--- src/rtl/serial_add_ctrl.sv ---
// rtl/serial_add_ctrl.sv - bit-serial adder: one full-adder reused LSB-first, IDLE/RUN/DONE control
module serial_add_ctrl #(
    parameter int WIDTH = 8
) (
    input  logic             clk,
    input  logic             rst,
    input  logic             start,
    input  logic [WIDTH-1:0] a,
    input  logic [WIDTH-1:0] b,
    input  logic             cin,
    output logic             busy,
    output logic             done,
    output logic [WIDTH-1:0] sum,
    output logic             cout
);

    localparam int CW = $clog2(WIDTH) + 1;

    typedef enum logic [1:0] {
        S_IDLE,
        S_RUN,
        S_DONE
    } state_t;

    state_t           r_state;
    logic [WIDTH-1:0] r_a;
    logic [WIDTH-1:0] r_b;
    logic [WIDTH-1:0] r_acc;
    logic             r_carry;
    logic [CW-1:0]    r_cnt;

    logic             w_x;
    logic             w_y;
    logic             w_s;
    logic             w_c;
    logic             w_last;
    logic [WIDTH-1:0] w_acc_next;

    always_comb begin
        w_x = 1'b0;
        w_y = 1'b0;
        for (int i = 0; i < WIDTH; i++) begin
            if (r_cnt == CW'(i)) begin
                w_x = r_a[i];
                w_y = r_b[i];
            end
        end
    end

    assign w_s    = w_x ^ w_y ^ r_carry;
    assign w_c    = (w_x & w_y) | (w_x & r_carry) | (w_y & r_carry);
    assign w_last = (r_cnt == CW'(WIDTH - 1));

    // Partial result with the current bit merged in; on the last bit this is the full sum.
    always_comb begin
        w_acc_next = r_acc;
        for (int i = 0; i < WIDTH; i++) begin
            if (r_cnt == CW'(i)) begin
                w_acc_next[i] = w_s;
            end
        end
    end

    always_ff @(posedge clk or posedge rst) begin
        if (rst) begin
            r_state <= S_IDLE;
            r_a     <= '0;
            r_b     <= '0;
            r_acc   <= '0;
            r_carry <= 1'b0;
            r_cnt   <= '0;
            busy    <= 1'b0;
            done    <= 1'b0;
            sum     <= '0;
            cout    <= 1'b0;
        end else begin
            case (r_state)
                S_IDLE: begin
                    if (start) begin
                        r_a     <= a;
                        r_b     <= b;
                        r_carry <= cin;
                        r_cnt   <= '0;
                        r_acc   <= '0;
                        busy    <= 1'b1;
                        r_state <= S_RUN;
                    end
                end
                S_RUN: begin
                    r_acc   <= w_acc_next;
                    r_carry <= w_c;
                    if (w_last) begin
                        sum     <= w_acc_next;
                        cout    <= w_c;
                        busy    <= 1'b0;
                        done    <= 1'b1;
                        r_state <= S_DONE;
                    end else begin
                        r_cnt <= r_cnt + 1'b1;
                    end
                end
                S_DONE: begin
                    done    <= 1'b0;
                    r_state <= S_IDLE;
                end
                default: begin
                    busy    <= 1'b0;
                    done    <= 1'b0;
                    r_state <= S_IDLE;
                end
            endcase
        end
    end

endmodule

--- config.mk ---
export PLATFORM = sky130hd
export DESIGN_NAME = serial_add_ctrl
export DESIGN_NICKNAME = d
export VERILOG_FILES = /design/src/rtl/serial_add_ctrl.sv
export SDC_FILE = /design/constraint.sdc
export NUM_CORES = 1
export LEC_CHECK = 0
export CORE_ASPECT_RATIO = 2
export CORE_MARGIN = 2
export CORE_UTILIZATION = 50
export CTS_BUF_LIST = sky130_fd_sc_hd__clkbuf_4
export DETAILED_ROUTE_END_ITERATION = 10
export PLACE_DENSITY = 0.78
export RECOVER_POWER = 100
export SLEW_MARGIN = 30
export SYNTH_ARGS = -nofsm -noshare
export SYNTH_HDL_FRONTEND = slang
export SYNTH_SLANG_ARGS = --single-unit
--- constraint.sdc ---
create_clock -name clk -period 2.6 [get_ports clk]
set_input_delay 0.78 -clock clk [delete_from_list [all_inputs] [get_ports clk]]
set_output_delay 0.78 -clock clk [all_outputs]
set_load 0.01 [all_outputs]
==> impl_metrics.tcl <==
set metrics [dict create \
    drive_above_1_share_pct 30.0 \
    path_cells "buf_6 > ha_4 > nor2b_4 > a21oi_2 > a21oi_1 > or3_4 > fa_2 > buf_6 > nor2_4 > mux2i_1 > o21ai_1" \
    fin_ws_ns -0.0376 \
    cap_violations 0 \
    start_kind "register" \
    io_buffers 30 \
    synth_compound_area_share_pct 14.3 \
    fin_cells 305 \
    drtIter0Drc 32 \
    finalHoldViolations 0 \
    synth_largest_area_cell "dfrtp_1" \
    fin_area_sq_um 2740 \
    cts.sinks 41 \
    fmax_ghz 0.379 \
    finalSetupViolCount 14 \
    rsz0062_at_grt "yes" \
    synthSimpleGateAreaFrac_pct 14.5 \
    initial_core_util_pct 51.5 \
    min_period_ns 2.64 \
    synth_area_sq_um 2080 \
    first_pass_iters 4 \
    setup.worst_path.end_class "register" \
    cts_htree_levels 2 \
    placed_cells 288 \
    synth_cells 206 \
    fin_setup_tns_ns -0.290 \
    min_path_type "register to register" \
    placed_cell_area_sq_um 2460 \
    arrival_ns 2.87 \
    grt_max_degree 42 \
    final_nets 277 \
    n_antenna_cell 0 \
    insertion_delay_ns 0.34 \
    wl_per_cell_um 14.8 \
    clkTransAtPathRegs_ns 0.11 \
    slowest_stage "fa_2" \
    required_ns 2.83 \
    fin_skew_ns 0.0101 \
    p_comb_share_pct 58.3 \
    cpMostUsedCell "buf_6" \
    synth-seq-cells 41 \
    clock_tree.root_cell "clkbuf_4" \
    io_pins 31 \
    vdd_drop_max_uv 916 \
    avgSynthCellArea_sq_um 10.1 \
    dieArea_sq_um 4730 \
    cts_buffers 5 \
    die_x_um 49.6 \
    synth_top_family_by_area "simple AND/OR/NAND/NOR gates" \
    drc 0 \
    vias 1674 \
    routed_wl_um 4510 \
    row_count 33 \
    ys_warn_count 0 \
    cp_top_family "adder cells" \
    synth_area_leaders "dfrtp_1, mux2_2, a21oi_1" \
    cell_internal_pwr_uw 2250 \
    grt_overflow 0 \
    p_leak_uw 0.00116 \
    clock_path_buffers 2 \
    cts_tree "yes" \
    synth_cell_types 39 \
    critPathMaxFanout 6 \
    crit_type "register to register" \
    grt_pass1_vias 1676 \
    synth_xor_area_share_pct 0.421 \
    synthArstFlopShare_pct 100 \
    synth_mux_area_share_pct 11.6 \
    pwr-share-seq_pct 33.0 \
    switchingPower_uw 1470 \
    netlist_top_cells_count "dfrtp_1, nand2_1, a21oi_1" \
    syn_to_final_growth_pct 31.7 \
    netlist.area_leader.share_pct 49.3 \
    status "complete, but fails checks" \
    grt_first_pass_wirelength_um 7470 \
    synth-edff-count 0 \
    coreArea_sq_um 4050 \
    antenna_found_initial 0 \
    synth-main-ff-cell "dfrtp_1" \
    yosysMostFrequentCell "dfrtp_1" \
    fp.dieH_um 95.3 \
    critPathBufInv 2 \
    fin_crit_sh_pct 101 \
    slew_violations 0 \
    seq_area_frac_synth_pct 49.3 \
    syn_nets 231 \
    synth-adder-area-share_pct 3.37 \
    worstMarginPinSlew_ns 0.981 \
    slew_headroom_pct 34.6 \
    violations "setup timing" \
    gp_congestion 0.834 \
    pre_cts_slack_ns -0.210 \
    power_density_nw_per_um2 1360 \
    drtAntennaViolNets 0 \
    crit_path_max_incr_delay_ns 0.61 \
    power_frac_clock_pct 8.8 \
    dp_hpwl_um 3130 \
    track_usage_pct 20.8 \
    switching_share_pct 39.5 \
    drt-vias-per-instance 5.49 \
]
==> kinds of logic (layout without fill, tap and decap cells) <==
| logic type | Yosys count | count (layout) |
|---|---|---|
| and+or+nand+nor | 64 | 64 |
| DFF | 41 | 41 |
| AOI/OAI and AO/OA | 51 | 51 |
| buffers and inverters | 22 | 69 |
| adders and majority gates | 5 | 5 |
| xor gates and xnor gates | 1 | 1 |
| muxes | 22 | 22 |
==> what timing repair did <==
| item | 4_1_cts | 5_1_grt |
|---|---|---|
| pin swaps | 12 | 14 |
| hold buffers | 0 | 0 |
| setup endpoints to repair | 14 | 14 |
| endpoints found under the hold margin | 0 | 0 |
| buffers inserted | 8 | 1 |
| gates resized for setup | 30 | 13 |
==> sequential cells by signal, indices dropped and copies added (netlist names) <==
register  flops
busy          1
r_cnt         4
r_acc         7
r_state       2
done          1
r_b           8
sum           8
r_carry       1
r_a           8
cout          1
==> area by class of cell <==
| class | count | area (sq um) |
|---|---|---|
| clock buffers | 8 | 60.1 |
| fillers | 351 | 1300 |
| inverters | 9 | 38.8 |
| multi-input cells | 143 | 1060 |
| flip-flops and latches | 41 | 1030 |
| well taps | 52 | 65.1 |
| repair buffers | 52 | 494 |
==> power by group through the flow <==
stage	logic, uW	registers, uW	clock network, uW
after floorplan	1210	1140	0
after global placement	1550	1190	0
after detailed placement	1600	1200	0
after CTS	2020	1210	339
after global routing	2380	1270	360
final	2170	1230	327
==> layer usage <==
metal / routed length (um) / track usage [%] / part of all wire [%] / vias to the layer above
li1: - / - / - / 799
met2: 2640 / 40.4 / 59 / 43
met1: 1640 / 20.6 / 36 / 822
met3: 129 / 3.13 / 2.9 / 10
met5: 0 / 0 / 0 / -
met4: 97 / 10.4 / 2.2 / 0
==> final timing paths <==
path | slack, ns | endpoint | cells after the start | startpoint
setup / recovery | -0.04 | r_acc[0] | 11 | r_cnt[1]
hold / removal | 0.49 | busy | 1 | busy
setup reg to reg | -0.04 | r_acc[0] | 11 | r_cnt[1]
hold reg to reg | 0.49 | busy | 1 | busy
max in group asynchronous | 0.77 | r_cnt[0] | 3 | rst
min in group asynchronous | 1.16 | cout | 3 | rst
==> through the flow <==
stage | hold slack [ns] | utilization, % | power [uW]
after floorplan | 0.458 | - | 2350
after global placement | 0.464 | 60.8 | 2740
after detailed placement | 0.469 | 60.8 | 2800
after CTS | 0.495 | 66.5 | 3570
after global routing | 0.513 | 67.8 | 4010
final | 0.491 | 67.8 | 3720
==> cell usage in the layout, fill, tap and decap left out, drive strengths merged, types with 9 or more instances in the layout <==
cell type       n
mux2           17
clkdlybuf4s50  29
clkbuf          9
dfrtp          41
o21ai          14
inv             9
nor2           18
buf            21
a21oi          20
nand2          27
(Power assumes the default switching activity.)
